==> config.mk <==
export PLATFORM = sky130hd
export DESIGN_NAME = idle_wakeup_ctrl
export DESIGN_NICKNAME = d
export VERILOG_FILES = /design/src/rtl/idle_wakeup_ctrl.sv
export SDC_FILE = /design/constraint.sdc
export NUM_CORES = 1
export LEC_CHECK = 0
export ABC_AREA = 1
export BUFFER_PORTS_ARGS = -buffer_cell sky130_fd_sc_hd__buf_2
export CORE_ASPECT_RATIO = 0.9
export CORE_MARGIN = 1
export CORE_UTILIZATION = 53
export DETAILED_ROUTE_END_ITERATION = 6
export GPL_ROUTABILITY_DRIVEN = 0
export PLACE_DENSITY = 0.91
export SYNTH_ARGS = -nofsm -noshare
export SYNTH_HDL_FRONTEND = slang
export SYNTH_SLANG_ARGS = --single-unit
==> constraint.sdc <==
create_clock -name clk -period 2 [get_ports clk]
set_clock_uncertainty 0.15 [all_clocks]
set_input_delay 0 -clock clk [delete_from_list [all_inputs] [get_ports clk]]
set_output_delay 0 -clock clk [all_outputs]
set_load 0.03 [all_outputs]
==> src/rtl/idle_wakeup_ctrl.sv <==
// Purpose: after a committed IDLE, halt the frontend until a pending interrupt persists, then redirect to idle_pc+4.
// Latency: WAKE_HOLD cycles of continuous pending in HALT before the redirect is raised; wake_o fires on the handshake cycle.
// Backpressure: redirect_valid_o/redirect_pc_o hold stable until redirect_ready_i; an exception flush in WAKE abandons the redirect.
module idle_wakeup_ctrl #(
    parameter int ADDR_W    = 32,
    parameter int INT_W     = 13,
    parameter int CNT_W     = 32,
    parameter int WAKE_HOLD = 1
) (
    input  logic              clk,
    input  logic              rst_n,
    input  logic              idle_flush_i,
    input  logic [ADDR_W-1:0] idle_pc_i,
    input  logic              excp_flush_i,
    input  logic              ertn_flush_i,
    input  logic [INT_W-1:0]  int_pending_i,
    input  logic              redirect_ready_i,
    output logic              halt_o,
    output logic              redirect_valid_o,
    output logic [ADDR_W-1:0] redirect_pc_o,
    output logic              wake_o,
    output logic              idle_busy_o,
    output logic [CNT_W-1:0]  idle_cycles_o
);

    localparam int HOLD_W = (WAKE_HOLD > 1) ? $clog2(WAKE_HOLD) : 1;
    localparam logic [HOLD_W-1:0] HOLD_LAST = HOLD_W'(WAKE_HOLD - 1);

    typedef enum logic [1:0] {
        RUN  = 2'd0,
        HALT = 2'd1,
        WAKE = 2'd2
    } state_t;

    state_t            state;
    logic [HOLD_W-1:0] hold_cnt;
    logic [ADDR_W-1:0] target_pc;
    logic [CNT_W-1:0]  idle_cnt;
    logic              int_pend;

    assign int_pend = |int_pending_i;

    always_ff @(posedge clk or negedge rst_n) begin
        if (!rst_n) begin
            state     <= RUN;
            hold_cnt  <= '0;
            target_pc <= '0;
            idle_cnt  <= '0;
        end else begin
            case (state)
                RUN: begin
                    hold_cnt <= '0;
                    // A same-cycle exception or ertn flush takes priority over the IDLE.
                    if (idle_flush_i && !excp_flush_i && !ertn_flush_i) begin
                        target_pc <= idle_pc_i + ADDR_W'(4);
                        state     <= HALT;
                    end
                end
                HALT: begin
                    if (idle_cnt != '1)
                        idle_cnt <= idle_cnt + CNT_W'(1);
                    if (!int_pend) begin
                        hold_cnt <= '0;
                    end else if (hold_cnt == HOLD_LAST) begin
                        hold_cnt <= '0;
                        state    <= WAKE;
                    end else begin
                        hold_cnt <= hold_cnt + HOLD_W'(1);
                    end
                end
                WAKE: begin
                    if (excp_flush_i || redirect_ready_i)
                        state <= RUN;
                end
                default: state <= RUN;
            endcase
        end
    end

    // Outputs decode straight from state so an async reset clears them at once.
    assign halt_o           = (state != RUN);
    assign idle_busy_o      = (state != RUN);
    assign redirect_valid_o = (state == WAKE);
    assign redirect_pc_o    = target_pc;
    assign wake_o           = (state == WAKE) && redirect_ready_i && !excp_flush_i;
    assign idle_cycles_o    = idle_cnt;

endmodule

# Yosys cells after proc, flatten, opt, wreduce, memory -nomap -nowiden

Cells that the tools add are included.

Word-level logic and storage cells: 36
Bits in registers: 67
Output and inout bits: 68
Input bits: 51

Muxes and demuxes: 8
Equal/unequal tests: 7
Reductions and logical operators: 14
Add/sub/neg operators: 3

Operators with widths:

| operator                                                                | count |
|---|---|
| 32-bit by 1-bit adder with 32-bit output, second input constant         | 1 |
| 32-bit by 3-bit adder with 32-bit output, second input constant         | 1 |
| 32-bit inequality test, second input constant                           | 1 |
| 13-bit OR reduction                                                     | 1 |
| 2-bit 2-to-1 mux                                                        | 4 |
| 2-bit inequality test, second input constant                            | 3 |
| 2-bit one-hot mux with 3 select lines                                   | 1 |
| 1-bit logical AND                                                       | 4 |
| 2-bit AND reduction                                                     | 2 |
| 4-bit AND reduction                                                     | 1 |
| 2-bit nonzero test                                                      | 2 |
| 2-bit by 1-bit equality test with 1-bit output, second input constant   | 1 |
| 2-bit equality test, second input constant                              | 1 |
| 1-bit zero test                                                         | 2 |
| 2-bit zero test                                                         | 1 |
| 1-bit 2-to-1 mux                                                        | 2 |
| 2-bit by 1-bit inequality test with 1-bit output, second input constant | 1 |
| 1-bit one-hot mux with 2 select lines                                   | 1 |
| 1-bit adder, second input constant                                      | 1 |
| 1-bit logical OR                                                        | 1 |

# Logic depth before layout (Yosys ltp)

Gate-level depths: netlist (run 1).

Word-level depth: 5
Depth in mapped cells: 11
Gate-level depth less buffers: 10

# Least setup slack after synthesis (run 1)

OpenSTA, ideal clock, no wires.

Kind: register to register
From: reg idle_cnt[0] (netlist: idle_cycles_o[0])
To: reg idle_cnt[26] (netlist: idle_cycles_o[26])
Cell stages (with the launch flop): 12
Buffers on the path: 2
Setup time: 0.066 ns
Arrival time: 1.871 ns
Setup slack: -0.087 ns
Period minus slack after synthesis: 2.087 ns
Path through: dfrtp_1 > ha_1 > buf_4 > inv_2 > nor2_4 > nand2_4 > nor2_8 > nand3b_4 > nand2_4 > buf_6 > nand2_1 > nand2_1

Longest elaborated chain between the ends: 2
Elaborated cells between the ends (all ways): 3
Classes of those cells: add/sub: 1; eq/ne: 1; reduce/logical: 1

Ends and longest elaborated chain:

| what                                                                             | line | source |
|---|---|---|
| from (decl)                                                                      | 38   | `logic [CNT_W-1:0] idle_cnt;` |
| from (signal assigned)                                                           | 61   | `idle_cnt <= idle_cnt + CNT_W'(1);` |
| branches (longest 2 deep; another with 32-bit by 1-bit adder with 32-bit output) | n/a  |  |

Parallel ways; which one is timed is not known.
A chain may end at the register's enable or synchronous reset.

# Worst setup path after layout (run 1)

From: reg idle_cnt[12] (netlist: idle_cycles_o[12])
To: reg idle_cnt[30] (netlist: idle_cycles_o[30])

The elaborated chain is that of the path after synthesis.

==> flow_summary.rst, run 1 <==
.. list-table::
   :header-rows: 1

   * - Metric
     - Value
   * - Status
     - finished, final reports clean
   * - Type of the worst setup path
     - register to register
   * - Number of distinct library cells after synthesis
     - 31
   * - DR pass1 iterations
     - 7
   * - Per-cell routed wire length
     - ~17 µm
   * - CP Capture Type
     - register
   * - Count of boundary I/O pins
     - between 100 and 150
   * - Worst VDD drop
     - between 0.5 and 0.6 mV
   * - Via-per-instance ratio
     - ~5.7
   * - Port Buffer Count
     - ~120
   * - Number of cell instances on the worst register-to-register path
     - 9
   * - Avg Synthesized Cell Area
     - between 6 and 7 µm²
   * - Latest clock arrival within the worst-skew pair
     - between 0.3 and 0.4 ns
   * - Leak pwr
     - 3.307 nW
   * - Area added between synthesis and finish
     - 41.99%
   * - Yosys warning count
     - 0
   * - Final period util
     - around 98%
   * - Required time at the endpoint of the critical path
     - between 2 and 2.5 ns
   * - Total routing resource utilization after global routing
     - 38.68%
   * - Crit-path most repeated cell
     - nand2_1
   * - Post-CTS repair timing setup buffer count
     - 0
   * - Floorplan die area
     - 0.008558 mm²
   * - Half-perimeter wire length of the detailed placement result
     - ~9700 µm
   * - Power density over the cells
     - between 600 and 700 mW/mm²
   * - Initial cell density of the core
     - approximately 56%
   * - Clk pin slew, worst setup/hold paths
     - ~0.09 ns
   * - Chip Height
     - approximately 88 µm
   * - CP Launch Point
     - idle_cycles_o[12]
   * - Data arrival, critical path
     - approximately 2.1 ns
   * - Slew @ Worst Pin
     - 0.8119 ns
   * - Dominant synthesized flop cell
     - dfrtp_1
   * - Biggest cell delay along the critical path
     - roughly 0.37 ns
   * - Final setup violation count
     - 0
   * - Root buffer cell
     - clkbuf_8
   * - Cell type with the largest total area after synthesis
     - dfrtp_1
   * - TritonCTS clock tree
     - done
   * - Portion of synthesized cell area occupied by the leading cell type
     - between 30% and 40%
   * - Mapped Area
     - 0.004342 mm²
   * - Hold Crit Class
     - input port to async pin
   * - Area of the core region
     - between 0.007 and 0.008 mm²
   * - Register-to-register setup slack
     - 0.05 ns
   * - H-tree Lvls
     - 3
   * - Layout cell share with drive strength beyond 1
     - between 20% and 30%
   * - Number of slew-limit violations in the final report
     - 0
   * - Main area contributors after synthesis
     - dfrtp_1, nand2_1, nor2_1, nand3_1, inv_1
   * - Top post-synthesis cells by count
     - nand2_1, nor2_1, dfrtp_1
   * - #FFs+latches synth
     - 66
   * - Final number of hold-violating endpoints
     - 0
   * - Sequential area share after synthesis
     - about two fifths
   * - Maximum number of pins on one net before global-route repair
     - 41
   * - Net count after synthesis
     - ~740
   * - Antenna violations before repair
     - 0
   * - Critical-path cell list
     - nand2_1 > nor2_1 > nand2_1 > nor2_8 > buf_4 > nand3b_4 > buf_4 > nand3b_1 > nand2_1
   * - Critical R2R Launch
     - idle_cycles_o[12]
   * - Clock Sink Count
     - 66
   * - CP max stage cell
     - dfrtp_1
   * - Number of enable-type register cells in the synthesized netlist
     - 0
   * - Share of flip-flops with an asynchronous set or reset
     - 100.0%
   * - Net count reported at finish
     - 954
   * - Post-layout minimum cycle time
     - between 1.5 and 2 ns
   * - Maxcap violations
     - 0
   * - Number of buffers created by CTS
     - 9
   * - Die span in x
     - between 90 and 100 µm
   * - First-pass GRT wire length
     - 25960 µm
   * - Most common cell in the synthesized netlist
     - nand2_1
   * - ANT nets after route
     - 0
   * - Antenna diodes
     - 0
   * - Achievable clock frequency
     - a little over 500 MHz
   * - Mapped Cells
     - a little under 700
   * - Critical path launch point type
     - register
   * - Number of buffers on the longest clock path
     - 2
   * - Rel. slew slack
     - 45.69%
   * - Global route overflow
     - 0
   * - WL final
     - 16610 µm
   * - Via count of the first global-routing pass
     - between 5000 and 6000
   * - Number of design-rule violations left by the first detailed-router iteration
     - between 600 and 700
   * - Number of vias after detailed routing
     - 5720
   * - Setup total negative slack
     - 0 ns
   * - Total DRC errors in the routed layout
     - 0
   * - End of the worst register-to-register path
     - idle_cycles_o[30]
   * - Fin util
     - between 70 and 80%
   * - Critical path fanouts, max
     - 9
   * - Row Count
     - 30
where the power goes:
| group | switching, mW | internal (mW) |
|---|---|---|
| clock network | 0.590 | 0.777 |
| logic | 0.825 | 0.411 |
| registers | 0.102 | 1.50 |
| total | 1.52 | 2.69 |
cells by family after synthesis:
family	synth area share, %
AO/OA/AOI/OAI	2.478
XOR/XNOR	5.043
adder cells (fa/ha/maj)	0.5763
buffers and inverters	6.801
flip-flops	38.04
AND/OR/NAND/NOR	47.06
registers in the layout, indices dropped and copies added, names as in the netlist:
| signal | flops |
|---|---|
| idle_cycles_o | 32 |
| redirect_pc_o | 32 |
| state | 2 |
routing by layer:
layer | GRT usage (%) | wire [µm] | vias up
met4 | 29.01 | 1164 | 0
met5 | 0 | 0 | -
li1 | - | - | 2542
met2 | 66.69 | 7902 | 521
met3 | 9.018 | 1927 | 146
met1 | 42.46 | 5611 | 2511
cell usage in the layout (no fill, tap or decap), drive strengths merged:
cell type / n
inv: 61
clkbuf: 11
and2: 3
dlygate4sd3: 54
clkinv: 1
o21bai: 3
xor2: 13
nand3b: 3
o21ai: 11
nor4: 2
xnor2: 12
a21oi: 5
nand3: 48
dfrtp: 66
nor3b: 2
nor2: 102
a31oi: 1
or2: 1
ha: 2
bufinv: 2
nand2: 332
buf: 163
nand4: 4
clkinvlp: 1
nor3: 3
layout make-up:
cell class,count,area (µm²)
Clock buffer,11,151.4
Sequential cell,66,1654
Fill cell,485,1568
Tap cell,96,120.1
Timing Repair Buffer,217,1481
Inverter,60,225.2
Multi-Input combinational cell,547,2447
Clock inverter,5,85.08
stage by stage:
stage / hold slack [ns] / setup WS [ns] / std cells / cell area [µm²] / power (mW)
global placement: -0.1961 / -0.1669 / 931 / 5335 / 2.663
CTS: 0.08355 / 0.09369 / 1001 / 6120 / 4.115
finish: 0.08811 / 0.04871 / 1002 / 6165 / 4.207
detailed placement: -0.1859 / -0.2000 / 931 / 5335 / 2.696
global route: 0.1393 / -0.002633 / 1002 / 6165 / 4.348
floorplan: -0.4456 / 0.03391 / 684 / 4344 / 2.266
timing repair:
action,4_1_cts,5_1_grt
pin swaps,0,2
setup endpoints to repair,27,24
resized for setup,1,9
hold buffers,54,0
endpoints found under the hold margin,100,0
cloned,0,1
worst max-delay path by stage:
stage,end,slack (ns),cells after the start
after global routing,idle_cycles_o[21],-0.003,7
after detailed placement,idle_cycles_o[7],-0.20,8
final,idle_cycles_o[30],0.05,9
after global placement,idle_cycles_o[0],-0.17,8
after CTS,idle_cycles_o[7],0.09,8
after floorplan,idle_cycles_o[26],0.03,11
critical path, delay by kind of cell, from the launching register on:
kind          cells  cell delay, ns
flops             1            0.37
simple gates      7            0.95
buf+inv           2            0.36
Note: power is estimated with default switching activity, not from simulation.
==> run 2, diff against run 1 <==
HOLD_SLACK_MARGIN = 0.12   (was unset)
PLACE_DENSITY = 0.83   (was 0.91)
==> flow_summary.rst, run 2 (synthesis results as in run 1) <==
.. list-table::
   :header-rows: 1

   * - Metric
     - Value
   * - Status
     - finished, violations left
   * - Violated checks
     - negative setup slack
   * - End of the worst register-to-register path
     - redirect_pc_o[29]
   * - Floorplan die area
     - 0.008558 mm²
   * - Critical path launch point type
     - input port
   * - Initial cell density of the core
     - between 50% and 60%
   * - Port Buffer Count
     - about 120
   * - Layout cell share with drive strength beyond 1
     - between 20% and 30%
   * - Net count reported at finish
     - 966
   * - Rel. slew slack
     - 68.02%
   * - Setup total negative slack
     - -0.08046 ns
   * - Total routing resource utilization after global routing
     - approximately 35%
   * - Total DRC errors in the routed layout
     - 0
   * - Achievable clock frequency
     - slightly below 500 MHz
   * - Commonest non-fill, non-tap cell in the layout
     - nand2_1
   * - Chip Height
     - ~88 µm
   * - Clk pin slew, worst setup/hold paths
     - 0.07 ns
   * - Final period util
     - 101.5%
   * - Worst VDD drop
     - approximately 0.56 mV
   * - H-tree Lvls
     - 3
   * - Power density over the cells
     - 615.8 mW/mm²
   * - Per-cell routed wire length
     - between 10 and 15 µm
   * - Count of boundary I/O pins
     - about 120
   * - Area of the core region
     - 0.007732 mm²
   * - Row Count
     - 30
   * - Antenna violations before repair
     - 1
   * - Timing endpoint of the critical path
     - redirect_pc_o[29]
   * - Area added between synthesis and finish
     - 44.01%
   * - Data arrival, critical path
     - around 2.1 ns
   * - Number of buffers on the longest clock path
     - 2
   * - Half-perimeter wire length of the detailed placement result
     - slightly below 10000 µm
   * - Commonest cells after routing, fill and taps aside
     - nand2_1, buf_2, nor2_1, dfrtp_1, dlygate4sd3_1
   * - Fin util
     - just over 80%
   * - Leak pwr
     - around 3.3 nW
   * - Via-per-instance ratio
     - about 5.3
   * - Post-layout minimum cycle time
     - 2.029 ns
   * - Number of vias after detailed routing
     - approximately 5400
   * - Critical path fanouts, max
     - 4
   * - Minimum setup slack in the final design
     - -0.02925 ns
   * - Number of design-rule violations left by the first detailed-router iteration
     - approximately 380
   * - Number of buffers created by CTS
     - 9
   * - Critical R2R Launch
     - state[1]
   * - Via count of the first global-routing pass
     - roughly 5300
   * - CP Capture Type
     - register
   * - Number of slew-limit violations in the final report
     - 0
   * - Hold Crit Class
     - input port to register
   * - DR pass1 iterations
     - 5
   * - Register-to-register setup slack
     - -0.01 ns
   * - Final setup violation count
     - 3
   * - Clock Sink Count
     - 66
   * - Number of cell instances on the worst register-to-register path
     - 7
   * - Maxcap violations
     - 0
   * - Maximum number of pins on one net before global-route repair
     - 30
   * - Die span in x
     - between 90 and 100 µm
   * - Slew @ Worst Pin
     - 0.4786 ns
   * - Final number of hold-violating endpoints
     - 0
   * - ANT nets after route
     - 0
   * - CP Launch Point
     - idle_pc_i[5]
   * - Required time at the endpoint of the critical path
     - 2.08 ns
   * - First-pass GRT wire length
     - between 20000 and 25000 µm
   * - Unrepaired setup endpoints after global routing
     - true
   * - TritonCTS clock tree
     - done
   * - WL final
     - between 10000 and 15000 µm
   * - Post-CTS repair timing setup buffer count
     - 0
   * - Type of the worst setup path
     - input port to register
   * - Root buffer cell
     - clkbuf_8
   * - Latest clock arrival within the worst-skew pair
     - 0.35 ns
   * - Global route overflow
     - 0
## run 2: cell types whose count changed in the layout (fill, tap and decap cells not counted), sizes merged
cell	before	now
clkinvlp	1	2
clkbuf	11	10
dlygate4sd3	54	62
clkinv	1	4
bufinv	2	0
buf	163	167
diode	0	1
inv	61	60
## run 2: metal layers
| metal | part of all wire (%) | track usage [%] | up-vias |
|---|---|---|---|
| met5 | 0 | 0 | - |
| met4 | 4.1 | 16.71 | 0 |
| met3 | 8.1 | 6.305 | 64 |
| met2 | 50 | 62.11 | 298 |
| met1 | 38 | 40.37 | 2455 |
| li1 | - | - | 2553 |
## run 2: report_power, final
part	total [mW]	switching [mW]	internal (mW)
clock	1.02	0.542	0.483
combinational	1.22	0.793	0.429
sequential	1.60	0.101	1.50
## run 2: metrics by stage
step	cells	total power [mW]	hold WS [ns]	area, µm²	setup WS [ns]
6_report	1015	3.850	0.1535	6252	-0.02925
5_1_grt	1015	4.008	0.1708	6252	-0.1303
4_1_cts	1015	3.821	0.1543	6218	0.01847
3_5_place_dp	934	2.712	-0.07925	5370	-0.2703
3_3_place_gp	934	2.674	-0.09122	5370	-0.2195
2_1_floorplan	684	2.266	-0.4456	4344	0.03391
## run 2: worst min path at each step
stage | start | to | slack, ns | depth (start not counted)
floorplan | rst_n | idle_cycles_o[0] | -0.45 | 0
global placement | rst_n | idle_cycles_o[5] | -0.09 | 1
detailed placement | rst_n | idle_cycles_o[5] | -0.08 | 1
CTS | idle_flush_i | redirect_pc_o[27] | 0.15 | 6
global route | idle_flush_i | state[0] | 0.17 | 5
finish | idle_flush_i | state[0] | 0.15 | 5
## run 2: final cells by class
| class | count | area (µm²) |
|---|---|---|
| multi-input combinational | 547 | 2454 |
| timing repair buffer | 229 | 1617 |
| clock inverter | 6 | 42.54 |
| sequential | 66 | 1654 |
| antenna | 1 | 2.502 |
| tap | 96 | 120.1 |
| fill | 508 | 1480 |
| inverter | 60 | 225.2 |
| clock buffer | 10 | 137.6 |
## run 2: worst max-delay path: stages
cell	delay [ns]
dlygate4sd3_1	0.54
buf_2	0.14
nand2_1	0.10
nor2_1	0.20
nand2_1	0.08
nor2_1	0.21
nand3_1	0.11
nand3_1	0.13
nand2_1	0.06
dlygate4sd3_1	0.55
## run 2: repair_timing
action                     CTS  global route
cloned                       0             1
hold buffers                65             0
setup endpoints to repair   27            39
pin swaps                    0             2
hold endpoints to repair   100             0
resized for setup            1            11
